File: src/rtl/mm_pkg.sv
// Constants shared between the game top level and its input front end.
// Debounce lengths for simulation and board, plus the colour switch width.
package mm_pkg;
    localparam int DEBOUNCE_SIM   = 4;
    localparam int DEBOUNCE_BOARD = 1000000;
    localparam int SW_W           = 3;

    // Counter must be able to hold DEBOUNCE_CYCLES-1 for any legal length.
    function automatic int cnt_width(input int cycles);
        return $clog2(cycles + 1);
    endfunction
endpackage

File: src/rtl/debounce_bit.sv
// Two-flop synchronizer followed by a counter debouncer on a W-bit vector.
// A new level is accepted after DEBOUNCE_CYCLES identical samples that differ from it.
module debounce_bit
    import mm_pkg::*;
#(
    parameter int DEBOUNCE_CYCLES = DEBOUNCE_SIM,
    parameter int W               = 1
) (
    input  logic         clk,
    input  logic         reset,
    input  logic [W-1:0] raw_i,
    output logic [W-1:0] level_o
);
    localparam int            CW       = cnt_width(DEBOUNCE_CYCLES);
    localparam logic [CW-1:0] CNT_LAST = CW'(DEBOUNCE_CYCLES - 1);

    if (DEBOUNCE_CYCLES < 1) begin : g_bad_len
        $error("debounce_bit: DEBOUNCE_CYCLES must be at least 1");
    end

    logic [W-1:0]  sync1_q;
    logic [W-1:0]  sync2_q;
    logic [W-1:0]  level_q;
    logic [W-1:0]  level_d;
    logic [W-1:0]  cand_q;
    logic [W-1:0]  cand_d;
    logic [CW-1:0] cnt_q;
    logic [CW-1:0] cnt_d;

    always_ff @(posedge clk) begin
        if (reset) begin
            sync1_q <= '0;
            sync2_q <= '0;
            level_q <= '0;
            cand_q  <= '0;
            cnt_q   <= '0;
        end else begin
            sync1_q <= raw_i;
            sync2_q <= sync1_q;
            level_q <= level_d;
            cand_q  <= cand_d;
            cnt_q   <= cnt_d;
        end
    end

    always_comb begin
        level_d = level_q;
        cand_d  = cand_q;
        cnt_d   = cnt_q;
        if (sync2_q == level_q) begin
            cnt_d = '0;
        end else if ((cnt_q != '0) && (sync2_q != cand_q)) begin
            // A different non-level value mid-count becomes the candidate;
            // this sample is already its first.
            cand_d = sync2_q;
            cnt_d  = CW'(1);
        end else if (cnt_q == CNT_LAST) begin
            level_d = sync2_q;
            cnt_d   = '0;
        end else begin
            cand_d = sync2_q;
            cnt_d  = cnt_q + 1'b1;
        end
    end

    assign level_o = level_q;
endmodule

File: src/rtl/input_conditioner.sv
// Cleans the two player buttons and the colour switches for the game core.
// Each accepted button press yields a single-cycle enter pulse; releases yield none.
module input_conditioner
    import mm_pkg::*;
#(
    parameter int DEBOUNCE_CYCLES = DEBOUNCE_SIM
) (
    input  logic            clk,
    input  logic            reset,
    input  logic            btnA_raw,
    input  logic            btnB_raw,
    input  logic [SW_W-1:0] sw_raw,
    output logic            enterA,
    output logic            enterB,
    output logic            btnA_level,
    output logic            btnB_level,
    output logic [SW_W-1:0] SW
);
    logic levelA_dly_q;
    logic levelB_dly_q;

    debounce_bit #(.DEBOUNCE_CYCLES(DEBOUNCE_CYCLES), .W(1)) u_deb_a (
        .clk     (clk),
        .reset   (reset),
        .raw_i   (btnA_raw),
        .level_o (btnA_level)
    );

    debounce_bit #(.DEBOUNCE_CYCLES(DEBOUNCE_CYCLES), .W(1)) u_deb_b (
        .clk     (clk),
        .reset   (reset),
        .raw_i   (btnB_raw),
        .level_o (btnB_level)
    );

    debounce_bit #(.DEBOUNCE_CYCLES(DEBOUNCE_CYCLES), .W(SW_W)) u_deb_sw (
        .clk     (clk),
        .reset   (reset),
        .raw_i   (sw_raw),
        .level_o (SW)
    );

    always_ff @(posedge clk) begin
        if (reset) begin
            levelA_dly_q <= 1'b0;
            levelB_dly_q <= 1'b0;
        end else begin
            levelA_dly_q <= btnA_level;
            levelB_dly_q <= btnB_level;
        end
    end

    assign enterA = btnA_level & ~levelA_dly_q;
    assign enterB = btnB_level & ~levelB_dly_q;
endmodule

File: config.mk
export PLATFORM = sky130hd
export DESIGN_NAME = input_conditioner
export DESIGN_NICKNAME = d
export VERILOG_FILES = /design/src/rtl/mm_pkg.sv /design/src/rtl/debounce_bit.sv /design/src/rtl/input_conditioner.sv
export SDC_FILE = /design/constraint.sdc
export NUM_CORES = 1
export LEC_CHECK = 0
export BUFFER_PORTS_ARGS = -buffer_cell sky130_fd_sc_hd__buf_2
export CAP_MARGIN = 20
export CORE_ASPECT_RATIO = 1.25
export CORE_MARGIN = 2
export CORE_UTILIZATION = 40
export DETAILED_ROUTE_END_ITERATION = 10
export GPL_TIMING_DRIVEN = 0
export HOLD_SLACK_MARGIN = 0.08
export PLACE_DENSITY = 0.63
export SLEW_MARGIN = 0
export SYNTH_ARGS = -nofsm -noshare
export SYNTH_HDL_FRONTEND = slang
export SYNTH_SLANG_ARGS = --single-unit
File: constraint.sdc
create_clock -name clk -period 2.09 [get_ports clk]
set_input_delay 0.209 -clock clk [delete_from_list [all_inputs] [get_ports clk]]
set_output_delay 0.209 -clock clk [all_outputs]
set_load 0.02 [all_outputs]
**After elaboration in Yosys (flattened, before gate mapping)**

Cells that the tools add are included.

- $add $sub $neg: 3
- Equal/unequal tests: 12
- Multiplexer cells: 12
- Bitwise gates (word level): 10
- Reduce and logical (&&, ||, !) cells: 18

Operators by type and width:

| cell | number |
|---|---|
| OR reduction 4 bit | 3 |
| two-way mux 1 bit | 10 |
| adder 3 x 1 -> 3 bit (second input constant) | 3 |
| equality test 3 x 2 -> 1 bit (second input constant) | 3 |
| AND reduction 3 bit | 3 |
| nonzero test 3 bit | 3 |
| inverter 1 bit | 8 |
| two-way mux 3 bit | 2 |
| inequality test 2 x 1 -> 1 bit (second input constant) | 3 |
| AND reduction 2 bit | 3 |
| OR reduction 2 bit | 3 |
| equality test 3 bit | 1 |
| logical AND 1 bit | 3 |
| inequality test 3 bit | 1 |
| AND 1 bit | 2 |
| equality test 1 bit | 2 |
| inequality test 1 bit | 2 |

- Register bits after elaboration: 31
- Bits of input ports: 7

**Logic depth before layout (Yosys ltp)**

Gate-level depths: netlist (run 1).

- Depth in word-level cells: 4
- Mapped depth: 6
- Mapped depth without buffers: 6

**Modules after synthesis**

A second synthesis (run 1) with hierarchy kept.

- Cell total of the unflattened synthesis: 140
- Area, all modules: 1418.9 um^2

Modules (own cells, without submodules):

| module | instances | cells each | area an instance (um^2) | sequential area each (um^2) |
|---|---|---|---|---|
| debounce_bit at u_deb_a ... | 2 | 36 | 359.1 | 140.1 |
| debounce_bit at u_deb_sw | 1 | 62 | 630.6 | 300.3 |
| input_conditioner | 1 | 6 | 70.1 | 40.0 |

**Worst setup path after synthesis (run 1)**

OpenSTA, ideal clock, no wires.

- Kind: register -> register
- From: reg u_deb_sw.cnt_q[0]
- To: reg u_deb_sw.level_q[0], in the netlist u_deb_sw.level_o[0]
- Library setup time: 128 ps
- Arrival time: 1454 ps
- Data required time: 1962 ps
- Slack: 509 ps
- Cell stages (with the launch flop): 7
- Clock period less this slack: 1581 ps
- Cells stage by stage: dfxtp_1 ha_1 ha_1 and3b_1 a41oi_4 mux2i_1 nor2_1

- Cells in the longest elaborated chain, start to end: 4
- Elaborated cells on any way between the ends: 5
- Those cells by class: 1 x eq/ne; 1 x bitwise; 3 x reduce/logical

RTL lines:

| what | RTL line | text |
|---|---|---|
| from (decl) | debounce_bit.sv:27 | `logic [CW-1:0] cnt_q;` |
| from (signal assigned) | debounce_bit.sv:42 | `cnt_q <= cnt_d;` |
| nonzero test 3 bit | debounce_bit.sv:52 | `end else if ((cnt_q != '0) && (sync2_q != cand_q)) begin` |
| logical AND 1 bit | debounce_bit.sv:52 |  |
| inverter 1 bit (no source line) | -- |  |
| AND reduction 3 bit (no source line) * | -- |  |
| to (signal assigned) | debounce_bit.sv:40 | `level_q <= level_d;` |
| to (decl) | debounce_bit.sv:23 | `logic [W-1:0] level_q;` |

Every way passes the cells marked *; elsewhere a longest branch is shown, timed or not.
A chain may end at the register's enable or synchronous reset.

**Final worst setup path (run 1)**

Same ends and word-level chain as after synthesis.

==> results of run 1 <==
placed cells by master, fill, tap and decap left out, types with 3 or more instances in the layout:
cell type	count
nand2b_1	6
nor2b_1	18
nor2_1	14
ha_1	9
mux2i_1	7
o31ai_1	3
clkbuf_8	6
xor2_1	5
nor4_1	3
buf_2	13
xnor2_1	5
dfxtp_1	31
clkbuf_1	3
inv_1	13
metal layers:
metal,up-vias,share of wire,track usage
met5,-,0,0
met4,0,0.012,0.0804
met3,2,0.036,0.0280
met2,20,0.51,0.226
met1,407,0.44,0.135
li1,480,-,-
cell families after synthesis:
| kind of cell | after synthesis |
|---|---|
| AND/OR/NAND/NOR | 50 |
| adder cells (fa/ha/maj) | 9 |
| multiplexers | 7 |
| flip-flops | 31 |
| XOR/XNOR | 10 |
| buffers and inverters | 16 |
| AO/OA/AOI/OAI | 12 |
area by class of cell:
class | count | area [sq um] | share of cell area
sequential | 31 | 621 | 0.402
inverter | 13 | 48.8 | 0.0316
clock buffer | 6 | 82.6 | 0.0535
buffer | 3 | 11.3 | 0.00729
timing repair buffer | 13 | 65.1 | 0.0421
tap | 37 | 46.3 | 0.0300
clock inverter | 1 | 5.00 | 0.00324
multi-input combinational | 88 | 664 | 0.430
sequential cells by signal (all words and copies together) (netlist names), 3 cells and up:
signal / cells
u_deb_a.cnt_q: 3
u_deb_b.cnt_q: 3
u_deb_sw.cand_q: 3
u_deb_sw.cnt_q: 3
u_deb_sw.level_o: 3
u_deb_sw.sync1_q: 3
u_deb_sw.sync2_q: 3
per-stage QoR:
step / std cells / instance area (sq um)
6_report: 192 / 1540
5_1_grt: 192 / 1540
4_1_cts: 192 / 1540
3_5_place_dp: 185 / 1460
3_3_place_gp: 185 / 1460
2_1_floorplan: 135 / 1350
power groups by stage:
stage	logic [W]	clock network [W]	registers (W)
after global placement	0.0000663	0	0.000631
after floorplan	0.0000535	0	0.000629
final	0.0000689	0.000455	0.000619
after global routing	0.0000789	0.000499	0.000621
after detailed placement	0.0000697	0	0.000632
after CTS	0.0000700	0.000470	0.000619
final timing paths:
path | from | to | cells past startpoint | slack, ns
worst min register to register | u_deb_sw.sync1_q[1]$_SDFF_PP0_ | u_deb_sw.sync2_q[1]$_SDFF_PP0_ | 1 | 0.43
worst min-delay path | btnB_raw | u_deb_b.sync1_q$_SDFF_PP0_ | 2 | 0.15
worst max-delay path | u_deb_sw.cnt_q[0]$_SDFF_PP0_ | u_deb_sw.level_o[0]$_SDFFE_PP0P_ | 6 | 0.35
worst max register to register | u_deb_sw.cnt_q[0]$_SDFF_PP0_ | u_deb_sw.level_o[0]$_SDFFE_PP0P_ | 6 | 0.35
worst max-delay path, stage by stage (launching register included):
cell     delay [ns]
dfxtp_1        0.33
ha_1           0.21
ha_1           0.26
and3b_1        0.22
a41oi_4        0.30
mux2i_1        0.24
nor2_1         0.06
==> flow_metrics.py, run 1 <==
metrics = {
    "timing": {
        "finalSetupViolCount": 0,
        "clock_skew_ns": 0.00805,
        "final.setup.tns_ns": 0,
        "rsz0062_at_grt": "false",
        "tightestPinTransition_ns": 0.532,
        "slew-limit-headroom": 0.643,
        "layout_min_cycle_time_ns": 1.74,
        "holdWs_ns": 0.147,
        "fmax_mhz": 573,
        "postLayoutSetupSlackWorst_ns": 0.345,
        "final_max_slew_viol_count": 0,
        "hold_violations": 0,
        "period_share": 0.835,
    },
    "power_and_ir_drop": {
        "p_clk_frac": 0.398,
        "switching_power_w": 0.000244,
        "ir_worst_vdd_uv": 574,
        "total_power_w": 0.00114,
        "power_density_mw_per_mm2": 740,
        "pwr-share-seq": 0.542,
        "p_comb_frac": 0.060,
        "intPower_w": 0.000899,
        "swShare": 0.213,
        "static-leakage-power_nw": 0.678,
    },
    "die": {
        "coreArea_sq_mm": 0.00322,
        "die_h_um": 68.8,
        "die_area_sq_mm": 0.00385,
        "ioPinCount": 14,
        "initial_core_util": 0.417,
        "die_w_um": 55.9,
        "row_count": 23,
    },
    "layout": {
        "nets": 171,
        "fill_cells": 312,
        "n_antenna_cell": 0,
        "fin_util": 0.479,
        "drive_gt1_frac": 0.142,
        "syn_to_final_growth_pct": 14.8,
    },
    "status": {
        "status": "completed",
    },
    "drt": {
        "firstDrtPassIters": 4,
        "vias": 909,
        "ant_nets": 0,
        "vias_per_cell": 4.73,
        "drcViolationCount": 0,
        "drt-initial-drc-count": 9,
        "routed_wl_mm": 2.08,
        "wl_per_cell_um": 10.8,
    },
    "logic_synthesis": {
        "synth_top_family_by_area": "simple AND/OR/NAND/NOR gates",
        "synth_seq_cells": 31,
        "yosysMostFrequentCell": "dfxtp_1",
        "synthTopCellsByCount": "31 x dfxtp_1, 18 x nor2b_1, 14 x nor2_1",
        "syn_nets": 151,
        "synthXorXnorAreaFrac": 0.0651,
        "synth-main-ff-cell": "dfxtp_1",
        "synth-compound-area-share": 0.0753,
        "synthAdderAreaFrac": 0.0837,
        "synth.mux.area_fraction": 0.0521,
        "ys_types": 24,
        "syn_inst": 135,
        "synth_top_area_share": 0.461,
        "yosysTopAreaCell": "dfxtp_1",
        "yosysWarningCount": 0,
        "syn_area_sq_mm": 0.00135,
        "ys_seq_area_frac": 0.461,
        "syn_avg_cell_area_sq_um": 9.96,
        "synth_edf_count": 0,
        "synth-simple-area-share": 0.218,
        "synthArstFlopShare": 0,
        "synth_area_leaders": "dfxtp_1 46%, ha_1 8.4%, nor2b_1 8.4%",
    },
    "setup_path": {
        "required_ns": 2.23,
        "worstSetupPathType": "reg2reg",
        "crit_path_end_kind": "register",
        "start_kind": "register",
        "path_max_fanout": 5,
        "arrival_ns": 1.88,
    },
    "cts": {
        "cts_resized": 0,
        "clock_sinks": 31,
        "clock_latency_ns": 0.27,
        "clk_pin_slew_ns": 0.06,
        "post_cts_buffers": 0,
        "cts_tree": "yes",
        "hold_buffers": 0,
        "cts-root-buf": "clkbuf_8",
        "htree_levels": 2,
        "cts_buffers": 5,
        "cts_buffer_depth": 2,
    },
    "global_route": {
        "antenna_found_initial": 0,
        "grt-ovfl-total": 0,
        "grt_max_degree": 11,
        "grt_util_all_layers": 0.125,
        "grt_pass1_wl_mm": 3.71,
        "first_global_vias": 877,
    },
    "place": {
        "gp_congestion": 0.677,
        "portBuffers": 13,
        "dp_hpwl_mm": 1.61,
        "pre_cts_slack_ns": 0.363,
    },
    "job": {
        "maxCapViolCount": 0,
    },
    "min_path": {
        "min-delay-path-class": "in2reg",
    },
}
No activity file was read; power rests on OpenSTA's default activity.
==> run 2, diff against run 1 <==
==> constraint.sdc (replaced) <==
create_clock -name clk -period 1.68 [get_ports clk]
set_input_delay 0.168 -clock clk [delete_from_list [all_inputs] [get_ports clk]]
set_output_delay 0.168 -clock clk [all_outputs]
set_load 0.02 [all_outputs]
==> flow_metrics.py, run 2 (synthesized netlist as in run 1, its figures left out) <==
metrics = {
    "setup_path": {
        "required_ns": 1.82,
        "rr_startpoint": "u_deb_sw.cnt_q[0]$_SDFF_PP0_",
        "worstSetupPathType": "reg2reg",
        "r2r_slack_ns": 0.08,
        "path_max_fanout": 4,
        "worstRegToRegCells": 6,
        "reg2reg_to": "u_deb_sw.level_o[0]$_SDFFE_PP0P_",
        "crit_path_end_kind": "register",
        "arrival_ns": 1.73,
        "start_kind": "register",
    },
    "layout": {
        "layout_common_cells": "31 x dfxtp_1, 18 x nor2b_1, 14 x nor2_1, 13 x inv_1, 13 x buf_2",
        "final_common_cell": "dfxtp_1",
        "seqCellArea_sq_um": 621,
        "syn_to_final_growth_pct": 16.5,
        "drive_gt1_frac": 0.160,
        "fill_cells": 312,
        "nets": 172,
        "fin_util": 0.486,
        "finalInstanceArea_sq_mm": 0.00157,
        "multi_input_area_sq_um": 679,
        "n_antenna_cell": 0,
    },
    "place": {
        "dp_hpwl_mm": 1.61,
        "portBuffers": 13,
        "place_area_sq_mm": 0.00146,
        "gp_congestion": 0.677,
    },
    "cts": {
        "cts-root-buf": "clkbuf_8",
        "hold_buffers": 0,
        "htree_levels": 2,
        "cts_tree": "yes",
        "cts_buffer_depth": 2,
        "clk_pin_slew_ns": 0.06,
        "clock_latency_ns": 0.27,
        "clock_sinks": 31,
        "cts_buffers": 5,
    },
    "global_route": {
        "met3_usage": 0.0280,
        "first_global_vias": 877,
        "grt-ovfl-total": 0,
        "grt_use_met1": 0.135,
        "gr-max-usage-layer": "met2",
        "grt_util_all_layers": 0.125,
        "gr-usage-met2": 0.226,
        "grt_max_degree": 11,
        "antenna_found_initial": 0,
        "grt_pass1_wl_mm": 3.71,
    },
    "drt": {
        "vias_per_cell": 4.73,
        "vias": 912,
        "ant_nets": 0,
        "firstDrtPassIters": 5,
        "routed_wl_mm": 2.09,
        "drcViolationCount": 0,
        "drt-initial-drc-count": 19,
        "wl_per_cell_um": 10.8,
    },
    "die": {
        "die_w_um": 55.9,
        "row_count": 23,
        "ioPinCount": 14,
        "coreArea_sq_mm": 0.00322,
        "initial_core_util": 0.417,
        "die_area_sq_mm": 0.00385,
        "die_h_um": 68.8,
    },
    "timing": {
        "period_share": 0.950,
        "rsz0062_at_grt": "false",
        "final_max_slew_viol_count": 0,
        "hold_violations": 0,
        "clock_skew_ns": 0.00792,
        "tightestPinTransition_ns": 0.540,
        "layout_min_cycle_time_ns": 1.60,
        "fmax_mhz": 627,
        "slew-limit-headroom": 0.637,
        "finalSetupViolCount": 0,
        "final.setup.tns_ns": 0,
    },
    "min_path": {
        "min_path_cells": 2,
        "min-delay-path-class": "in2reg",
        "worstHoldStart": "btnB_raw",
        "worstHoldEndpoint": "u_deb_b.sync1_q$_SDFF_PP0_",
    },
    "power_and_ir_drop": {
        "static-leakage-power_nw": 0.680,
        "power_density_mw_per_mm2": 909,
        "ir_worst_vdd_uv": 718,
    },
    "status": {
        "status": "completed",
    },
    "job": {
        "maxCapViolCount": 0,
    },
}
[run 2: changes by cell type in the layout (fill, tap and decap cells not counted), sizes merged]
cell and change:
buf +1
[run 2: how the worst max path moves through the flow]
stage	startpoint	endpoint	slack [ns]	depth (start not counted)
floorplan	u_deb_sw.cnt_q[0]$_SDFF_PP0_	u_deb_sw.level_o[0]$_SDFFE_PP0P_	0.1	6
global placement	u_deb_sw.cnt_q[0]$_SDFF_PP0_	u_deb_sw.level_o[0]$_SDFFE_PP0P_	0.02	6
detailed placement	u_deb_sw.cnt_q[0]$_SDFF_PP0_	u_deb_sw.level_o[0]$_SDFFE_PP0P_	-0.05	6
CTS	u_deb_sw.cnt_q[0]$_SDFF_PP0_	u_deb_sw.level_o[0]$_SDFFE_PP0P_	0.01	6
global route	u_deb_sw.cnt_q[0]$_SDFF_PP0_	u_deb_sw.level_o[1]$_SDFFE_PP0P_	0.009	7
finish	u_deb_sw.cnt_q[0]$_SDFF_PP0_	u_deb_sw.level_o[0]$_SDFFE_PP0P_	0.08	6
[run 2: area by class of cell]
cell class	instances	share of cell area
multi-input cells	88	0.434
flip-flops and latches	31	0.396
clock buffers	6	0.0527
repair buffers	14	0.0463
inverters	13	0.0312
well taps	37	0.0296
plain buffers	3	0.00719
clock inverters	1	0.00319
[run 2: metrics by stage]
stage                     std cells  power [W]  hold WS [ns]  setup WS [ns]
after floorplan                 135   0.000850         0.296         0.0986
after global placement          185   0.000867         0.377         0.0173
after detailed placement        185   0.000873         0.381        -0.0473
after CTS                       193    0.00144        0.0999         0.0141
after global routing            193    0.00149         0.104        0.00893
final                           193    0.00142         0.105         0.0848
[run 2: per-layer routing]
metal	up-vias	wire length [um]
li1	482	-
met1	410	954
met2	15	1030
met3	5	65
met4	0	38
met5	-	0
[run 2: repair_timing]
action | in CTS | in global routing
resized for setup | 1 | 2
setup endpoints to repair | 2 | 3
pin swaps | 0 | 1
setup buffers | 1 | 0
[run 2: worst max-delay path, stage by stage (launching register included)]
cell     delay (ns)
dfxtp_1        0.33
ha_2           0.20
ha_4           0.18
and3b_1        0.19
a41oi_4        0.29
mux2i_1        0.22
nor2_1         0.06
[run 2: power breakdown]
| group | internal [W] | leakage, nW | switching, W |
|---|---|---|---|
| Sequential | 0.000755 | 0.253 | 0.0000144 |
| Combinational | 0.0000424 | 0.380 | 0.0000441 |
| Clock | 0.000321 | 0.0470 | 0.000247 |
==> run 3, diff against run 2 <==
--- a/config.mk
+++ b/config.mk
@@ -17,4 +17,5 @@
 export SLEW_MARGIN = 0
 export SYNTH_ARGS = -nofsm -noshare
 export SYNTH_HDL_FRONTEND = slang
+export SYNTH_HIERARCHICAL = 1
 export SYNTH_SLANG_ARGS = --single-unit
==> flow_metrics.py, run 3 <==
metrics = {
    "layout": {
        "fin_util": 0.491,
        "final_common_cell": "dfxtp_1",
        "multi_input_area_sq_um": 797,
        "fill_cells": 323,
        "seqCellArea_sq_um": 621,
        "syn_to_final_growth_pct": 19.4,
        "drive_gt1_frac": 0.199,
        "nets": 178,
        "stdcell_count": 200,
        "n_antenna_cell": 0,
        "layout_common_cells": "31 x dfxtp_1, 15 x nor2b_1, 13 x buf_2, 11 x inv_1",
    },
    "setup_path": {
        "crit_path_end_kind": "register",
        "arrival_ns": 1.78,
        "start_kind": "register",
        "r2r_slack_ns": 0.07,
        "required_ns": 1.84,
        "worstSetupPathType": "reg2reg",
        "path_max_fanout": 4,
    },
    "die": {
        "ioPinCount": 14,
        "coreArea_sq_mm": 0.00345,
        "die_h_um": 70.6,
        "die_area_sq_mm": 0.00404,
        "initial_core_util": 0.411,
        "row_count": 24,
        "die_w_um": 57.3,
    },
    "drt": {
        "routed_wl_mm": 2.58,
        "ant_nets": 0,
        "vias": 999,
        "drt-initial-drc-count": 6,
        "wl_per_cell_um": 12.9,
        "drcViolationCount": 0,
        "vias_per_cell": 5.00,
        "firstDrtPassIters": 4,
    },
    "cts": {
        "post_cts_buffers": 0,
        "cts_buffer_depth": 2,
        "htree_levels": 2,
        "clock_sinks": 31,
        "clock_latency_ns": 0.28,
        "cts_tree": "yes",
        "cts-root-buf": "clkbuf_8",
        "clk_pin_slew_ns": 0.07,
        "cts_buffers": 5,
    },
    "timing": {
        "rsz0062_at_grt": "false",
        "clock_skew_ns": 0.00514,
        "final_max_slew_viol_count": 0,
        "hold_violations": 0,
        "holdWs_ns": 0.0934,
        "period_share": 0.961,
        "fmax_mhz": 619,
        "slew-limit-headroom": 0.676,
        "finalSetupViolCount": 0,
        "layout_min_cycle_time_ns": 1.61,
        "postLayoutSetupSlackWorst_ns": 0.0654,
        "tightestPinTransition_ns": 0.483,
    },
    "global_route": {
        "antenna_found_initial": 0,
        "first_global_vias": 992,
        "grt_pass1_wl_mm": 4.19,
        "grt_util_all_layers": 0.137,
        "grt-ovfl-total": 0,
        "grt_max_degree": 23,
    },
    "power_and_ir_drop": {
        "static-leakage-power_nw": 0.683,
        "p_clk_frac": 0.468,
        "swShare": 0.212,
        "p_comb_frac": 0.057,
        "power_density_mw_per_mm2": 959,
        "switching_power_w": 0.000344,
        "ir_worst_vdd_uv": 742,
        "intPower_w": 0.00128,
        "total_power_w": 0.00162,
        "pwr-share-seq": 0.476,
    },
    "place": {
        "portBuffers": 13,
        "gp_congestion": 0.761,
        "pre_cts_slack_ns": -0.114,
        "dp_hpwl_mm": 1.83,
        "dp_cells": 192,
    },
    "logic_synthesis": {
        "synth_area_leaders": "dfxtp_1 44%, ha_1 9.7%, nor2b_1 6.6%",
        "syn_nets": 158,
        "yosysTopAreaCell": "dfxtp_1",
        "synth_edf_count": 0,
        "ys_types": 31,
        "syn_avg_cell_area_sq_um": 10.1,
        "synth_top_area_share": 0.437,
        "ys_seq_area_frac": 0.437,
        "yosysWarningCount": 6,
        "synth_seq_cells": 31,
        "synthTopCellsByCount": "31 x dfxtp_1, 15 x nor2b_1, 11 x ha_1, 11 x inv_1, 10 x nand2b_1",
        "syn_area_sq_mm": 0.00142,
        "synth-main-ff-cell": "dfxtp_1",
        "yosysMostFrequentCell": "dfxtp_1",
        "synthArstFlopShare": 0,
        "syn_inst": 140,
    },
    "status": {
        "status": "completed",
    },
    "job": {
        "maxCapViolCount": 0,
    },
    "min_path": {
        "min-delay-path-class": "in2reg",
    },
}
## run 3: changes by cell type in the layout (fill, tap and decap cells not counted), sizes merged, moves of 3 or more
cell and delta:
nand3b +4, nand2b +3, a21oi +3, nor2 -8
## run 3: worst max-delay path, stage by stage, from the launching register on
cell and delay (ns):
dfxtp_1 0.32, ha_1 0.21, ha_2 0.21, and3b_1 0.20, a41oi_4 0.26, mux2i_1 0.24, nor2_1 0.05
## run 3: final timing paths
kind | start | to | cells after the start
setup / recovery | u_deb_sw/cnt_q[0]$_SDFF_PP0_ | u_deb_sw/level_o[1]$_SDFFE_PP0P_ | 6
hold / removal | sw_raw[0] | u_deb_sw/sync1_q[0]$_SDFF_PP0_ | 2
setup reg to reg | u_deb_sw/cnt_q[0]$_SDFF_PP0_ | u_deb_sw/level_o[1]$_SDFFE_PP0P_ | 6
hold reg to reg | u_deb_sw/sync1_q[2]$_SDFF_PP0_ | u_deb_sw/sync2_q[2]$_SDFF_PP0_ | 1
## run 3: timing repair
| action | CTS | global route |
|---|---|---|
| endpoints found under the setup margin | 3 | 6 |
| hold buffers | 0 | 0 |
| gates resized for setup | 2 | 4 |
## run 3: area by class of cell
| type | count | area share |
|---|---|---|
| flip-flops and latches | 31 | 0.366 |
| inverters | 11 | 0.0244 |
| multi-input cells | 97 | 0.470 |
| clock inverters | 2 | 0.0207 |
| repair buffers | 13 | 0.0384 |
| clock buffers | 6 | 0.0487 |
| plain buffers | 1 | 0.00222 |
| well taps | 39 | 0.0288 |
## run 3: routing by layer
metal / vias up / part of all wire / track usage
met3: 7 / 0.032 / 0.0439
met4: 0 / 0.029 / 0.103
li1: 515 / - / -
met1: 462 / 0.41 / 0.140
met5: - / 0 / 0
met2: 15 / 0.53 / 0.229
## run 3: cells by family after synthesis
logic type,count (synthesis),synth area share
simple gates,53,0.252
flops,31,0.437
compound gates,18,0.0847
buf+inv,12,0.0317
fa+ha+maj,11,0.0970
xor+xnor,10,0.0617
mux,5,0.0353
## run 3: power by group through the flow
| stage | Combinational, W | Clock [W] | Sequential, W |
|---|---|---|---|
| floorplan | 0.0000615 | 0 | 0.000784 |
| global placement | 0.0000814 | 0 | 0.000786 |
| detailed placement | 0.0000856 | 0 | 0.000788 |
| CTS | 0.0000891 | 0.000780 | 0.000771 |
| global route | 0.000103 | 0.000807 | 0.000775 |
| finish | 0.0000922 | 0.000759 | 0.000773 |
## run 3: metrics by stage
step	setup TNS, ns	area, sq um
after CTS	0	1670
after global placement	-0.0357	1530
after global routing	0	1690
after floorplan	0	1420
after detailed placement	-0.244	1530
final	0	1690
